## src/rtl/pkg_ili9341.sv

```systemverilog
// Shared types and constants for the ILI9341 command path.
package pkg_ili9341;

    localparam logic HIGH    = 1'b1;
    localparam logic LOW     = 1'b0;
    // Value parked on the data bus whenever no byte is being offered.
    localparam int   NO_DATA = 0;

    // Entry layout for the standard 8-bit data / 16-bit delay tables.
    localparam int CMD_DW    = 8;
    localparam int CMD_DLY_W = 16;

    typedef struct packed {
        logic [CMD_DLY_W-1:0] dly;
        logic                 cs;
        logic                 dc;
        logic [CMD_DW-1:0]    data;
    } cmd_entry_t;

    typedef enum logic [2:0] {
        S_IDLE,
        S_FETCH,
        S_LOAD,
        S_SEND,
        S_GAP,
        S_DELAY,
        S_NEXT,
        S_DONE
    } seq_state_t;

endpackage

```

## src/rtl/wait_timer.sv

```systemverilog
// Loadable wait: counts `units` passes of a LEN-cycle unit counter.
// busy is high for exactly units*LEN cycles after load; expire marks the last one.
module wait_timer #(
    parameter int UW  = 16,
    parameter int LEN = 1000
) (
    input  logic          clk,
    input  logic          rst,
    input  logic          load,
    input  logic [UW-1:0] units,
    output logic          busy,
    output logic          expire
);

    localparam int CW = (LEN > 1) ? $clog2(LEN) : 1;

    logic [CW-1:0] unit_cnt;
    logic [UW-1:0] units_left;
    logic          last_cycle;

    assign last_cycle = (unit_cnt == CW'(LEN - 1));
    assign expire     = busy && last_cycle && (units_left == UW'(1));

    // Unit counter wraps at LEN-1 and steps the unit down-counter; a zero load never starts.
    always_ff @(posedge clk or negedge rst) begin
        if (!rst) begin
            busy       <= 1'b0;
            unit_cnt   <= '0;
            units_left <= '0;
        end else if (load) begin
            busy       <= (units != '0);
            unit_cnt   <= '0;
            units_left <= units;
        end else if (busy && last_cycle) begin
            unit_cnt   <= '0;
            units_left <= units_left - UW'(1);
            if (units_left == UW'(1))
                busy <= 1'b0;
        end else if (busy) begin
            unit_cnt <= unit_cnt + CW'(1);
        end
    end

endmodule

```

## src/rtl/cmd_sequencer.sv

```systemverilog
// Walks one ROM command table, handing each entry to the byte serializer,
// then holding CS/DC for a fixed gap and an optional per-entry post-delay.
module cmd_sequencer
    import pkg_ili9341::*;
#(
    parameter int DW       = 8,
    parameter int N_TABLES = 2,
    parameter int DEPTH    = 64,
    parameter int DLY_W    = 16,
    parameter int DLY_UNIT = 1000,
    parameter int GAP      = 8,
    localparam int SW      = (N_TABLES > 1) ? $clog2(N_TABLES) : 1,
    localparam int AW      = $clog2(DEPTH + 1),
    localparam int IW      = (DEPTH > 1) ? $clog2(DEPTH) : 1,
    localparam int RW      = DW + 2 + DLY_W
) (
    input  logic             clk,
    input  logic             rst,
    input  logic             i_start,
    input  logic [SW-1:0]    i_sel,
    input  logic [AW-1:0]    i_len,
    input  logic             i_abort,
    output logic             o_busy,
    output logic             o_done,
    output logic [SW+IW-1:0] o_rd_addr,
    input  logic [RW-1:0]    i_rd_data,
    output logic             o_send,
    input  logic             i_sent,
    output logic [DW-1:0]    o_data,
    output logic             o_dc,
    output logic             o_cs
);

    typedef struct packed {
        logic [DLY_W-1:0] dly;
        logic             cs;
        logic             dc;
        logic [DW-1:0]    data;
    } entry_t;

    seq_state_t    state;
    logic [SW-1:0] sel_q;
    logic [AW-1:0] len_q;
    logic [IW-1:0] idx;
    entry_t        entry;
    entry_t        rd_entry;

    logic gap_load, gap_busy, gap_expire, gap_done;
    logic dly_load, dly_busy, dly_expire, dly_done;

    assign rd_entry = i_rd_data;

    // Timers are loaded on the edge that enters their state so the state lasts exactly the count.
    assign gap_load = (state == S_SEND) && i_sent && !i_abort;
    assign gap_done = gap_expire || !gap_busy;
    assign dly_load = (state == S_GAP) && gap_done && (entry.dly != '0) && !i_abort;
    assign dly_done = dly_expire || !dly_busy;

    wait_timer #(.UW(1), .LEN(GAP)) u_gap (
        .clk    (clk),
        .rst    (rst),
        .load   (gap_load),
        .units  (1'b1),
        .busy   (gap_busy),
        .expire (gap_expire)
    );

    wait_timer #(.UW(DLY_W), .LEN(DLY_UNIT)) u_dly (
        .clk    (clk),
        .rst    (rst),
        .load   (dly_load),
        .units  (entry.dly),
        .busy   (dly_busy),
        .expire (dly_expire)
    );

    // Sequencer FSM; every output is registered alongside the state it belongs to.
    always_ff @(posedge clk or negedge rst) begin
        if (!rst) begin
            state     <= S_IDLE;
            sel_q     <= '0;
            len_q     <= '0;
            idx       <= '0;
            entry     <= '0;
            o_busy    <= LOW;
            o_done    <= LOW;
            o_send    <= LOW;
            o_data    <= '0;
            o_dc      <= HIGH;
            o_cs      <= HIGH;
            o_rd_addr <= '0;
        end else begin
            o_done <= LOW;
            if (state != S_IDLE && i_abort) begin
                // Abort wins over any handshake or timer event in the same cycle.
                state  <= S_IDLE;
                o_busy <= LOW;
                o_send <= LOW;
                o_data <= DW'(NO_DATA);
                o_dc   <= HIGH;
                o_cs   <= HIGH;
            end else begin
                case (state)
                    S_IDLE: begin
                        if (i_start) begin
                            sel_q  <= i_sel;
                            len_q  <= (i_len > AW'(DEPTH)) ? AW'(DEPTH) : i_len;
                            idx    <= '0;
                            o_busy <= HIGH;
                            if (i_len == '0) begin
                                state  <= S_DONE;
                                o_done <= HIGH;
                                o_cs   <= HIGH;
                            end else begin
                                state     <= S_FETCH;
                                o_rd_addr <= {i_sel, IW'(0)};
                            end
                        end
                    end
                    S_FETCH: state <= S_LOAD;
                    S_LOAD: begin
                        entry  <= rd_entry;
                        o_send <= HIGH;
                        o_data <= rd_entry.data;
                        o_dc   <= rd_entry.dc;
                        o_cs   <= rd_entry.cs;
                        state  <= S_SEND;
                    end
                    S_SEND: begin
                        o_data <= entry.data;
                        if (i_sent) begin
                            state  <= S_GAP;
                            o_send <= LOW;
                            o_data <= DW'(NO_DATA);
                            o_dc   <= entry.dc;
                            o_cs   <= entry.cs;
                        end
                    end
                    S_GAP: begin
                        if (gap_done) begin
                            if (entry.dly != '0) begin
                                state <= S_DELAY;
                                o_cs  <= HIGH;
                                o_dc  <= HIGH;
                            end else begin
                                state <= S_NEXT;
                            end
                        end
                    end
                    S_DELAY: if (dly_done) state <= S_NEXT;
                    S_NEXT: begin
                        if (AW'(idx) == len_q - AW'(1)) begin
                            state  <= S_DONE;
                            o_done <= HIGH;
                            o_cs   <= HIGH;
                        end else begin
                            idx       <= idx + IW'(1);
                            o_rd_addr <= {sel_q, idx + IW'(1)};
                            state     <= S_FETCH;
                        end
                    end
                    S_DONE: begin
                        state  <= S_IDLE;
                        o_busy <= LOW;
                    end
                    default: state <= S_IDLE;
                endcase
            end
        end
    end

endmodule
```

## config.mk

```make
export PLATFORM = sky130hd
export DESIGN_NAME = cmd_sequencer
export DESIGN_NICKNAME = d
export VERILOG_FILES = /design/src/rtl/pkg_ili9341.sv /design/src/rtl/wait_timer.sv /design/src/rtl/cmd_sequencer.sv
export SDC_FILE = /design/constraint.sdc
export NUM_CORES = 1
export LEC_CHECK = 0
export ABC_AREA = 1
export CAP_MARGIN = 20
export CELL_PAD_IN_SITES_DETAIL_PLACEMENT = 1
export CELL_PAD_IN_SITES_GLOBAL_PLACEMENT = 2
export CORE_MARGIN = 4
export CORE_UTILIZATION = 30
export DETAILED_ROUTE_END_ITERATION = 10
export PLACE_DENSITY_LB_ADDON = 0.1
export SLEW_MARGIN = 20
export SYNTH_ARGS = -nofsm -noshare
export SYNTH_HDL_FRONTEND = slang
export SYNTH_SLANG_ARGS = --single-unit
```

## constraint.sdc

```tcl
create_clock -name clk -period 1.6 [get_ports clk]
set_input_delay 0.4 -clock clk [delete_from_list [all_inputs] [get_ports clk]]
set_output_delay 0.4 -clock clk [all_outputs]
set_load 0.02 [all_outputs]
```

[Yosys cells after proc, flatten, opt, wreduce, memory -nomap -nowiden]
Index checks and enable logic that the tools add are counted.
Cells by class
  add/subtract/negate cells: 6
  order comparisons: 1
  eq/ne operators: 21
  multiplexer cells: 58
  bitwise gates (word level): 1
  reduce and logical (&&, ||, !) cells: 41
Operators with widths (count)
  $mux W16: 2
  $mux W10: 3
  $mux W3: 10
  $mux W7: 4
  $mux W1: 25
  $pmux W3 S8: 1
  $eq A16 B1 Y1 const B: 1
  $mux W8: 2
  $pmux W8 S2: 1
  $reduce_bool A16 Y1: 1
  $sub A16 B1 Y16 const B: 1
  $eq A3 B3 Y1 const B: 5
  $reduce_bool A3 Y1: 5
  $pmux W7 S2: 1
  $mux W6: 2
  $ne A3 B3 Y1 const B: 4
  $pmux W6 S2: 1
  $reduce_and A4 Y1: 3
  $add A10 B1 Y10 const B: 1
  $eq A10 B10 Y1 const B: 1
  $logic_and A1 B1 Y1: 10
  $reduce_and A2 Y1: 5
  $reduce_bool A2 Y1: 5
  $eq A6 B7 Y1: 1
  24 further kinds: 33
Word-level totals
  bits in registers: 95
  bits of input ports: 39
  output and inout bits: 20
  logic and storage cells: 149

[Depth between registers and ports, before layout]
Gate-level depths: netlist (run 1).
  word-level depth: 9
  depth in mapped cells: 14
  gate-level depth less buffers: 14

[By module]
A second synthesis (run 1) with hierarchy kept.
Unflattened totals
  cells, all modules: 751
  area total of the unflattened synthesis: 5411.4 um2
Modules (own cells, without submodules)
  cmd_sequencer: times used 1, cells an instance 425, area each 3253.1 um2, seq. area each 1579.0 um2
  wait_timer at u_dly: times used 1, cells an instance 297, area each 1886.8 um2, seq. area each 675.6 um2
  wait_timer at u_gap: times used 1, cells an instance 29, area each 271.5 um2, seq. area each 125.1 um2

[Least setup slack after synthesis (run 1)]
Ideal clock, no wire load.
  path kind: reg-to-reg
  start: register u_gap.unit_cnt[0]
  end: register u_dly.units_left[2]
  library setup time: 138 ps
  arrival: 1559 ps
  data required time: 1462 ps
  slack: -97 ps
  cell stages (with the launch flop): 10
  buffers on the path: 1
  period minus slack after synthesis: 1697 ps
  cell sequence: dfrtp_1 > ha_1 > ha_1 > a21oi_1 > nor2_4 > nand2_4 > inv_2 > buf_6 > nand2_1 > o221ai_1
On the way
  cells in the longest elaborated chain, start to end: 8
  elaborated cells between the ends (all ways): 9
  those cells by class: eq/ne (1); mux (1); reduce/logical (7)
RTL lines
  from (decl): RTL line wait_timer.sv:17  | logic [CW-1:0] unit_cnt;
  from (signal assigned): RTL line wait_timer.sv:40  | unit_cnt <= unit_cnt + CW'(1);
  $eq A3 B3 Y1 (*): RTL line wait_timer.sv:21  | assign last_cycle = (unit_cnt == CW'(LEN - 1));
  $logic_and A1 B1 Y1 (*) (2 in a row): RTL line wait_timer.sv:22  | assign expire = busy && last_cycle && (units_left == UW'(1));
  $logic_or A1 B1 Y1 (*): RTL line cmd_sequencer.sv:55  | assign gap_done = gap_expire || !gap_busy;
  $logic_and A1 B1 Y1 (*) (3 in a row): RTL line cmd_sequencer.sv:56  | assign dly_load = (state == S_GAP) && gap_done && (entry.dly != '0) && !i_abort;
  $mux W16 / $reduce_bool A2 Y1 (equally long branches)
  to (signal assigned): RTL line wait_timer.sv:33  | units_left <= units;
  to (signal assigned): RTL line wait_timer.sv:36  | units_left <= units_left - UW'(1);
  to (decl): RTL line wait_timer.sv:18  | logic [UW-1:0] units_left;
Mark *: on every way between the ends. The rest lies on a longest branch, timed or not.
A chain may end at the register's enable or synchronous reset.

[Worst setup path after layout (run 1)]
  start: register u_gap.unit_cnt[0]
  end: register u_dly.units_left[8]
Same word-level chain as after synthesis.

==> metrics.sh, run 1 <==
STATUS='finished with violations'
FAILED_CHECKS='negative setup slack'
COUNT_OF_PORT_BUFFERS_ADDED_DURING_PLACEMENT=58
POWER.SHARE.SEQUENTIAL_PCT=29.3
SYNTH.LIB_CELLS_USED.DISTINCT=40
GRT_PASS1_WL_MM=26.3
CLK_TRANSITION_REPORTED_PATHS_NS=0.07
DRT_PASS1_ITERATIONS=5
MAX_SLEW_MARGIN_PCT=71.7
REG2REG_FROM='u_gap.unit_cnt[0]$_DFFE_PN0P_'
WORST_IR_DROP_VDD_mV=0.677
CTS.SINK_COUNT=95
SYNTH_WARN=0
STARTPOINT_TYPE='flop'
P_INT_mW=8.37
CTS_ROOT_BUF='clkbuf_16'
FINALCLOCKSKEW_NS=0.00707
POSTSYNTHREGISTERBITS=95
FINALCRITPERIODSHARE_PCT=107
AREA.GROWTH.SYNTH_TO_FINAL_PCT=62.2
WORST_PATH_ARRIVAL_TIME_NS=1.98
WORST_SKEW_PAIR.LATE_LATENCY_NS=0.36
CRITPATHBUFINV=2
CTS.HTREE.LEVELS=3
POWER.SHARE.SWITCHING_PCT=40.3
PLACE_WORST_SETUP_SLACK_NS=-0.342
SYNTH_ENABLE_FLOP_CELLS=0
SYNTH_CELLS=643
FINALSETUPTNS_NS=-1.98
FINALWEIGHTEDCONGESTION=0.782
MAPPEDNETLISTAREA_MM2=0.00507
SYNTH.AVG_CELL_AREA_UM2=7.88
GRTUSAGETOTAL_PCT=17.4
CP-ENDPOINT='u_dly.units_left[8]$_DFFE_PN0P_'
SYNTH_LARGEST_TYPE_AREA_FRACTION_PCT=45.9
STD_CELL_ROWS=47
GRT_PASS1_VIAS=5350
SYNTH_NETS=689
DETAIL_ROUTE.ITER0.VIOLATIONS=156
NET-SWITCHING-POWER_mW=5.66
SLOWEST_STAGE_CELL_CRIT_PATH='dfrtp_1'
FLOORPLAN.DIE.WIDTH_UM=138
CLOCK_TREE.BUFFER_DEPTH=2
CRIT-REG2REG-CAPTURE='u_dly.units_left[8]$_DFFE_PN0P_'
WORST-PATH-MAX-FANOUT=7
PERIOD_MINUS_SLACK_NS=1.71
VIA_COUNT=4975
CTS_TREE='built'
GRT_REMAINING_OVERFLOW=0
INITIAL_CELL_DENSITY_OF_THE_CORE_PCT=30.6
CRIT_PATH_CELL_TRACE='ha_4 -> ha_4 -> a21oi_4 -> nor2_4 -> nand2_8 -> buf_4 -> buf_6 -> nand2_4 -> o221ai_2'
CLOCKPOWERSHARE_PCT=17.5
CAP_VIOL_MAX_COUNT=0
FP.COREAREA_MM2=0.0166
YS_SEQ_AREA_SHARE_PCT=47.0
TIGHTESTPINTRANSITION_NS=0.424
SYNTHFLOPTYPE='dfrtp_1'
SETUP_REPAIR_AFTER_GLOBAL_ROUTING_MISSED_ITS_MARGIN='yes'
POWER.DENSITY_mW_PER_MM2=1710
COMB_POWER_SHARE_PCT=53.2
SETUP.WORST_PATH.START='u_gap.unit_cnt[0]$_DFFE_PN0P_'
WORST-PATH-STAGES=9
GRT_MAX_DEGREE=30
ENDPOINT_KIND='flop'
ROUTE.ANTENNA.REMAINING_NETS=0
GRT_ANTENNA_BEFORE_REPAIR=0
REG2REG_DEPTH=9
DPL.CELL_COUNT=1014
PLACE_HPWL_MM=11.4
SYNTH_TOP_AREA_CELLS='dfrtp_1, nand2_1, nor2_1'
CHIPHEIGHT_UM=138
PATH_CLASS='reg -> reg'
LEAKAGE_nW=4.02
MAX_FREQ_MHz=586
SYNTH.LARGEST_AREA_CELL='dfrtp_1'
LAYOUTNONFILLERINSTCOUNT=1075
AVGVIACOUNTPERCELL=4.63
REQUIRED_NS=1.87
ASYNC_RESET_FF_SHARE_PCT=100
MOST_PREVALENT_STANDARD_CELL_ON_THE_CRITICAL_PATH='ha_4'
HOLD_VIOL=0
PATH_DELAY_FAMILY='flip-flops'
FINALNETCOUNT=896
DIE_FOOTPRINT_MM2=0.0190
DIODES=0
TIMING.REG2REG.SETUP_SLACK_NS=-0.11
BOUNDARYPINS=59
ROUTED_WL_MM=16.5
SETUP_VIOLATIONS=35
REPORT.FINAL.SLEW_VIOL_COUNT=0
CLOCK_BUFFER_COUNT_FROM_CTS=9
WORST_HOLD_PATH_TYPE='reg -> reg'
ROUTED_WIRE_LENGTH_PER_INSTANCE_UM=15.3
LAYOUT_CELLS_SIZED_ABOVE_1_PCT=40.1
POWER.TOTAL_mW=14.0
SLOWEST_DELAY_NS=0.41
POST-ROUTE-DRC-COUNT=0
TIMING.FINAL.WS_SETUP_NS=-0.107
## worst reg2reg max path, stage by stage, from the launching register on
cell	delay, ns
dfrtp_1	0.41
ha_4	0.18
ha_4	0.16
a21oi_4	0.17
nor2_4	0.08
nand2_8	0.13
buf_4	0.13
buf_6	0.11
nand2_4	0.06
o221ai_2	0.19
## cells in the final DEF, fill, tap and decap left out, drive strengths merged, types with 5 or more instances in the layout
| cell | instances |
|---|---|
| a21oi | 17 |
| clkdlybuf4s50 | 36 |
| dfrtp | 93 |
| nor3 | 6 |
| nand4 | 11 |
| clkbuf | 15 |
| nand2 | 238 |
| xor2 | 9 |
| nor2 | 79 |
| buf | 143 |
| o211ai | 5 |
| inv | 66 |
| ha | 7 |
| o21ai | 37 |
| a22o | 7 |
| nand3 | 39 |
| dlygate4sd2 | 18 |
## metal layers
metal | vias up | GRT usage [%] | share of wire, %
met2 | 72 | 29.1 | 50
met4 | 0 | 5.93 | 1.9
met3 | 23 | 2.79 | 2.5
met1 | 2400 | 22.9 | 45
li1 | 2480 | - | -
met5 | - | 0 | 0
## power groups by stage
stage,Clock (mW),Sequential [mW],Combinational [mW]
floorplan,0,4.05,3.06
global placement,0,3.99,5.35
global route,2.61,4.24,8.26
detailed placement,0,4.03,5.54
finish,2.45,4.12,7.47
CTS,2.50,4.01,6.17
## registers in the layout (all words and copies together) (netlist names), 3 cells and up
register,count
u_gap.unit_cnt,3
o_rd_addr,7
entry,26
u_dly.units_left,16
idx,6
state,3
u_dly.unit_cnt,10
o_data,8
len_q,7
## per-stage QoR
stage               hold WS (ns)  utilization [%]  area, um2
global route               0.504             49.6       8220
detailed placement         0.375             40.4       6700
global placement           0.374             40.4       6700
CTS                        0.476             45.0       7460
finish                     0.470             49.6       8220
floorplan                  0.104                -       5080
## layout make-up
type                       count  area (um2)
clock buffer                  12         256
clock inverter                 4        76.3
fill                        1999        8360
inverter                      68         298
multi-input combinational    472        3030
sequential                    95        2380
tap                          220         275
timing repair buffer         204        1910
## worst min path at each step
stage | from | endpoint | slack [ns] | cells past startpoint
2_1_floorplan | rst | entry[0]$_DFFE_PN0P_ | 0.10 | 0
3_3_place_gp | rst | idx[0]$_DFFE_PN0P_ | 0.37 | 1
3_5_place_dp | rst | idx[0]$_DFFE_PN0P_ | 0.37 | 1
4_1_cts | o_cs$_DFFE_PN1P_ | o_cs$_DFFE_PN1P_ | 0.48 | 2
5_1_grt | o_cs$_DFFE_PN1P_ | o_cs$_DFFE_PN1P_ | 0.50 | 2
6_report | o_cs$_DFFE_PN1P_ | o_cs$_DFFE_PN1P_ | 0.47 | 2
## kinds of logic (layout without fill, tap and decap cells)
group                    Yosys count  in the layout  share of synthesized area (%)
AO/OA/AOI/OAI                     73             73                           9.01
AND/OR/NAND/NOR                  378            379                           33.4
buffers and inverters             77            288                           6.64
adder cells (fa/ha/maj)            7              7                           1.73
flip-flops                        95             95                           47.0
XOR/XNOR                          13             13                           2.25
## cell usage after synthesis, types with 3 or more instances
master	instances
o21ai_0	24
xor2_1	9
buf_6	4
nand2_1	227
a22o_1	7
a21oi_1	17
xnor2_1	4
o221ai_1	4
nand4_1	11
nand3_1	35
nor2_4	5
o21ai_1	5
nor3_1	6
inv_2	12
inv_1	53
nor2_2	5
nand2_2	8
nor2_8	3
buf_4	3
nor2_1	66
ha_1	7
nand2_4	3
o211ai_1	5
dfrtp_1	93
o21ai_2	8
## repair_timing
| action | CTS | global route |
|---|---|---|
| pin swaps | 25 | 55 |
| cloned | 3 | 4 |
| resized for setup | 88 | 144 |
| endpoints found under the setup margin | 65 | 75 |
| hold endpoints to repair | 20 | 0 |
| setup buffers | 19 | 18 |
| hold buffers | 1 | 0 |
Note: power is estimated with default switching activity, not from simulation.
==> inputs of run 2 (changes only) <==
- REMOVE_ABC_BUFFERS: unset -> 1
==> run 2 against run 1 <==
Largest power group unchanged. Flip-flop and latch count is the same. Highest routed layer unchanged. Final cell count shrank 0.93%. Die area is the same. The flow still finishes with violations (negative setup slack). Combinational power shrank 9.6%. Non-clock buffer count shrank 10. Clock skew grew 0.0029 ns.
==> metrics.sh, run 2 (synthesis results as in run 1) <==
LEAKAGE_nW=3.87
VIA_COUNT=4887
STARTPOINT_TYPE='flop'
AVGVIACOUNTPERCELL=4.59
COMB_POWER_SHARE_PCT=52.0
POWER.SHARE.SEQUENTIAL_PCT=31.0
CTS.HTREE.LEVELS=3
MAX_FREQ_MHz=583
FINALCRITPERIODSHARE_PCT=107
TIMING.REG2REG.SETUP_SLACK_NS=-0.12
GRT_PASS1_WL_MM=25.8
STD_CELL_ROWS=47
WORST_SKEW_PAIR.LATE_LATENCY_NS=0.35
DIE_FOOTPRINT_MM2=0.0190
CLOCKPOWERSHARE_PCT=17.0
WORST_IR_DROP_VDD_mV=0.651
FINALWEIGHTEDCONGESTION=0.804
PERIOD_MINUS_SLACK_NS=1.72
NET-SWITCHING-POWER_mW=5.25
POST-ROUTE-DRC-COUNT=0
REPORT.FINAL.SLEW_VIOL_COUNT=0
CLOCK_TREE.BUFFER_DEPTH=2
GRT_ANTENNA_BEFORE_REPAIR=0
SETUP_REPAIR_AFTER_GLOBAL_ROUTING_MISSED_ITS_MARGIN='yes'
CRITPATHBUFINV=2
FINALSETUPTNS_NS=-2.32
LARGEST_REGISTER_FFS=26
PATH_CLASS='reg -> reg'
MOST_PREVALENT_STANDARD_CELL_ON_THE_CRITICAL_PATH='ha_4'
LAYOUT.CELLS.MOST_COMMON='nand2_1'
INITIAL_CELL_DENSITY_OF_THE_CORE_PCT=30.6
POWER.SHARE.SWITCHING_PCT=40.4
WORST_PATH_ARRIVAL_TIME_NS=1.96
TIGHTESTPINTRANSITION_NS=0.396
CRIT_PATH_CELL_TRACE='ha_4 -> ha_4 -> a21oi_4 -> nor2_4 -> nand2_4 -> buf_12 -> nand2_8 -> nand2_2 -> o21ai_2 -> o21ai_1 -> inv_1'
DETAIL_ROUTE.ITER0.VIOLATIONS=165
GRT_MAX_DEGREE=37
WORST-PATH-MAX-FANOUT=7
CTS.SINK_COUNT=95
STATUS='finished with violations'
AREA.GROWTH.SYNTH_TO_FINAL_PCT=54.5
MAX_FLOP_REGISTER='entry'
CLOCK_BUFFER_COUNT_FROM_CTS=9
BOUNDARYPINS=59
ROUTED_WIRE_LENGTH_PER_INSTANCE_UM=14.4
MULTI_INPUT_COMB_AREA_MM2=0.00284
REG2REG_FROM='u_gap.unit_cnt[0]$_DFFE_PN0P_'
FINALNETCOUNT=886
GRT_REMAINING_OVERFLOW=0
FILLER_CELL_COUNT=2004
PATH_DELAY_FAMILY='flip-flops'
CAP_VIOL_MAX_COUNT=0
LAYOUT_CELLS_SIZED_ABOVE_1_PCT=36.2
COUNT_OF_PORT_BUFFERS_ADDED_DURING_PLACEMENT=58
GRTUSAGETOTAL_PCT=16.9
ENDPOINT_KIND='flop'
CHIPHEIGHT_UM=138
SETUP.WORST_PATH.START='u_gap.unit_cnt[0]$_DFFE_PN0P_'
HOLD_PATH_STARTPOINT='o_cs$_DFFE_PN1P_'
LAYOUT_COMMON_CELLS='nand2_1, buf_4, dfrtp_1, inv_1, nor2_1'
POWER.DENSITY_mW_PER_MM2=1660
TIMING.FINAL.WS_SETUP_NS=-0.116
AREA.SEQUENTIAL_MM2=0.00238
P_INT_mW=7.73
FP.COREAREA_MM2=0.0166
BIGGESTREGSBYFLOPS='entry (26), u_dly.units_left (16), u_dly.unit_cnt (10)'
FINALCLOCKSKEW_NS=0.00994
PLACE_HPWL_MM=11.2
SLOWEST_DELAY_NS=0.41
WORST_HOLD_PATH_TYPE='reg -> reg'
DRT_PASS1_ITERATIONS=4
CTS_ROOT_BUF='clkbuf_16'
SETUP_VIOLATIONS=35
CLK_TRANSITION_REPORTED_PATHS_NS=0.07
FAILED_CHECKS='negative setup slack'
GRT_PASS1_VIAS=5322
FINAL.HOLD.WORST_SLACK_NS=0.463
SLOWEST_STAGE_CELL_CRIT_PATH='dfrtp_1'
REQUIRED_NS=1.84
FLOORPLAN.DIE.WIDTH_UM=138
ROUTED_WL_MM=15.3
HOLD_VIOL=0
MAX_SLEW_MARGIN_PCT=73.6
ROUTE.ANTENNA.REMAINING_NETS=0
CTS_TREE='built'
DIODES=0
## run 2: what timing repair did
item,CTS,global route
setup endpoints to repair,64,82
resized for setup,100,106
cloned,2,0
buffers inserted,13,15
pin swaps,22,34
hold buffers,1,0
endpoints found under the hold margin,19,0
## run 2: path summary, 6_finish.rpt
path	end	cells past startpoint
min in group asynchronous	u_dly.unit_cnt[0]$_DFFE_PN0P_	2
max in group asynchronous	o_dc$_DFFE_PN1P_	3
setup / recovery	u_dly.units_left[0]$_DFFE_PN0P_	11
setup reg to reg	u_dly.units_left[0]$_DFFE_PN0P_	11
hold reg to reg	o_cs$_DFFE_PN1P_	2
hold / removal	o_cs$_DFFE_PN1P_	2
## run 2: area by class of cell
cell class	count	area share (%)
multi-input cells	471	36.3
inverters	68	3.71
well taps	220	3.52
clock buffers	11	3.10
flip-flops and latches	95	30.4
clock inverters	5	0.735
repair inverters	1	0.144
repair buffers	194	22.1
## run 2: power groups by stage
stage | combinational (mW) | clock, mW | sequential, mW
3_3_place_gp | 5.37 | 0 | 3.98
6_report | 6.75 | 2.21 | 4.02
3_5_place_dp | 5.51 | 0 | 4.02
4_1_cts | 6.04 | 2.29 | 4.00
5_1_grt | 7.53 | 2.37 | 4.16
2_1_floorplan | 2.95 | 0 | 4.07
## run 2: tightest hold or removal path: stages, from the launching register on
cell and delay [ns]:
dfstp_2 0.37, nand2_1 0.05, nand2_1 0.04
## run 2: stage by stage
stage	utilization (%)	cells	area, um2	power (mW)	setup WS, ns
after global routing	47.2	1065	7830	14.1	-0.253
after CTS	44.6	1052	7400	12.3	-0.0984
after detailed placement	40.4	1020	6700	9.53	-0.353
final	47.2	1065	7830	13.0	-0.116
after floorplan	-	634	4990	7.02	-0.151
after global placement	40.4	1020	6700	9.35	-0.332
## run 2: metal layers
layer	global-route usage, %	routed length [um]
met2	29.5	7700
met3	3.12	415
met5	0	0
met1	21.8	7050
met4	4.23	156
==> inputs of run 3 (changes only) <==
- CORE_ASPECT_RATIO: unset -> 1.5
==> run 3 against run 2 <==
The run still ends with negative setup slack left. Sequential share of layout area is 0.56 points higher. First-iteration DRC count is 33% lower. Die area is 0.23% higher. Utilization is 0.37 points lower. Largest cell class unchanged. Largest power group unchanged. Highest routed layer unchanged.
==> metrics.sh, run 3 (synthesis results as in run 1) <==
STATUS='finished with violations'
FAILED_CHECKS='negative setup slack'
GRT_ANTENNA_BEFORE_REPAIR=0
FINALCRITPERIODSHARE_PCT=107
BOUNDARYPINS=59
LARGEST_REGISTER_FFS=26
CLOCK_BUFFER_COUNT_FROM_CTS=9
FINALNETCOUNT=873
REQUIRED_NS=1.87
POST-ROUTE-UTIL_PCT=46.8
PERIOD_MINUS_SLACK_NS=1.71
SETUP_VIOLATIONS=30
SETUP_REPAIR_AFTER_GLOBAL_ROUTING_MISSED_ITS_MARGIN='yes'
VIA_COUNT=4843
WORST_IR_DROP_VDD_mV=0.721
FINALCLOCKSKEW_NS=0.00994
REG2REG_FROM='len_q[1]$_DFFE_PN0P_'
PATH_DELAY_FAMILY='simple AND/OR/NAND/NOR gates'
COUNT_OF_PORT_BUFFERS_ADDED_DURING_PLACEMENT=58
PATH_CLASS='reg -> reg'
CTS_TREE='built'
SLOWEST_DELAY_NS=0.40
MAX_SLEW_MARGIN_PCT=77.0
AREA.GROWTH.SYNTH_TO_FINAL_PCT=51.6
ROUTED_WL_MM=15.8
FINALSETUPTNS_NS=-1.60
LAYOUT_CELLS_SIZED_ABOVE_1_PCT=33.9
POWER.SHARE.SWITCHING_PCT=40.0
GRT_PASS1_VIAS=5372
P_INT_mW=7.69
POWER.SHARE.SEQUENTIAL_PCT=31.4
CLOCK_TREE.BUFFER_DEPTH=2
SLOWEST_STAGE_CELL_CRIT_PATH='dfrtp_1'
REG2REG_DEPTH=11
SETUP.WORST_PATH.START='len_q[1]$_DFFE_PN0P_'
STARTPOINT_TYPE='flop'
MOST_PREVALENT_STANDARD_CELL_ON_THE_CRITICAL_PATH='nand2_1'
CLK_TRANSITION_REPORTED_PATHS_NS=0.07
ROUTE.ANTENNA.REMAINING_NETS=0
LEAKAGE_nW=3.86
WORST_HOLD_PATH_TYPE='reg -> reg'
WORST-PATH-STAGES=11
MAX_FREQ_MHz=585
CRIT-REG2REG-CAPTURE='o_rd_addr[1]$_DFFE_PN0P_'
ENDPOINT_KIND='flop'
PLACE_HPWL_MM=12.1
DIE_FOOTPRINT_MM2=0.0191
MAX_FLOP_REGISTER='entry'
BIGGESTREGSBYFLOPS='entry (26), u_dly.units_left (16), u_dly.unit_cnt (10)'
FINALWEIGHTEDCONGESTION=0.798
ROUTED_WIRE_LENGTH_PER_INSTANCE_UM=15.2
POST-ROUTE-DRC-COUNT=0
DETAIL_ROUTE.ITER0.VIOLATIONS=111
TIGHTESTPINTRANSITION_NS=0.341
TIMING.REG2REG.SETUP_SLACK_NS=-0.11
FP.COREAREA_MM2=0.0164
WORST_SKEW_PAIR.LATE_LATENCY_NS=0.34
INITIAL_CELL_DENSITY_OF_THE_CORE_PCT=30.9
COMB_POWER_SHARE_PCT=51.6
CHIPHEIGHT_UM=167
CRITPATHBUFINV=2
PLACE_WORST_SETUP_SLACK_NS=-0.330
NET-SWITCHING-POWER_mW=5.13
POWER.DENSITY_mW_PER_MM2=1670
GRTUSAGETOTAL_PCT=16.8
GRT_PASS1_WL_MM=25.9
GRT_MAX_DEGREE=32
DRT_PASS1_ITERATIONS=4
CTS_ROOT_BUF='clkbuf_16'
GRT_REMAINING_OVERFLOW=0
CTS.SINK_COUNT=95
CTS.HTREE.LEVELS=3
HOLD_VIOL=0
REPORT.FINAL.SLEW_VIOL_COUNT=0
CRIT_PATH_CELL_TRACE='inv_2 -> ha_4 -> xnor2_2 -> nor2_1 -> nand2_1 -> nor2_2 -> nand3_2 -> buf_6 -> nand3_4 -> nand2_1 -> nand2_1'
WORST_PATH_ARRIVAL_TIME_NS=1.98
CAP_VIOL_MAX_COUNT=0
WORST-PATH-MAX-FANOUT=8
TIMING.FINAL.WS_SETUP_NS=-0.110
FLOORPLAN.DIE.WIDTH_UM=114
AVGVIACOUNTPERCELL=4.67
STD_CELL_ROWS=57
CP-ENDPOINT='o_rd_addr[1]$_DFFE_PN0P_'
DIODES=0
LAYOUT_COMMON_CELLS='nand2_1, buf_4, dfrtp_1, inv_1, nor2_1'
LAYOUT.CELLS.MOST_COMMON='nand2_1'
CLOCKPOWERSHARE_PCT=16.9
==> run 3: changes by cell type in the layout (fill, tap and decap cells not counted), sizes merged <==
cell / before / now
clkinv: 3 / 1
clkdlybuf4s15: 0 / 1
clkbuf: 12 / 15
clkinvlp: 3 / 0
buf: 137 / 124
==> run 3: area by class of cell <==
| class | instances | area (um2) |
|---|---|---|
| clock inverter | 1 | 30.0 |
| sequential | 95 | 2380 |
| multi-input combinational | 471 | 2840 |
| timing repair buffer | 182 | 1620 |
| clock buffer | 14 | 264 |
| fill | 1956 | 8720 |
| tap | 206 | 258 |
| inverter | 68 | 292 |
==> run 3: worst min-delay path by stage <==
stage	start	to	slack (ns)	cells after the start
floorplan	rst	entry[0]$_DFFE_PN0P_	0.10	0
global placement	rst	idx[1]$_DFFE_PN0P_	0.33	1
detailed placement	rst	idx[1]$_DFFE_PN0P_	0.33	1
CTS	o_cs$_DFFE_PN1P_	o_cs$_DFFE_PN1P_	0.47	2
global route	o_rd_addr[6]$_DFFE_PN0P_	o_rd_addr[6]$_DFFE_PN0P_	0.50	2
finish	o_cs$_DFFE_PN1P_	o_cs$_DFFE_PN1P_	0.47	2
==> run 3: worst reg2reg max path: stages (launching register included) <==
cell and delay (ns):
dfrtp_1 0.40, inv_2 0.09, ha_4 0.21, xnor2_2 0.12, nor2_1 0.08, nand2_1 0.07
nor2_2 0.15, nand3_2 0.11, buf_6 0.17, nand3_4 0.12, nand2_1 0.07, nand2_1 0.06
==> run 3: power groups by stage <==
stage | logic (mW) | registers [mW] | clock network (mW)
finish | 6.62 | 4.03 | 2.17
global route | 7.37 | 4.14 | 2.35
CTS | 5.99 | 3.99 | 2.26
detailed placement | 5.56 | 4.02 | 0
global placement | 5.41 | 3.97 | 0
floorplan | 2.95 | 4.07 | 0
==> run 3: through the flow <==
step	total power [mW]	cells	cell area, um2	hold WS, ns
6_report	12.8	1037	7680	0.469
2_1_floorplan	7.02	634	4990	0.104
3_3_place_gp	9.38	1003	6680	0.332
5_1_grt	13.9	1037	7680	0.495
3_5_place_dp	9.58	1003	6680	0.335
4_1_cts	12.2	1027	7270	0.475
==> run 3: metal layers <==
layer	share of wire (%)	GRT usage [%]	vias up	wire length (um)
met5	0	0	-	0
met4	0.95	4.24	0	150
met3	2.0	2.49	7	308
met2	58	33.0	52	9160
met1	39	18.3	2364	6160
li1	-	-	2420	-
==> run 3: repair_timing <==
action,4_1_cts,5_1_grt
hold endpoints to repair,16,0
pin swaps,20,42
resized for setup,87,96
setup buffers,9,11
cloned,0,0
setup endpoints to repair,67,58
hold buffers,1,0
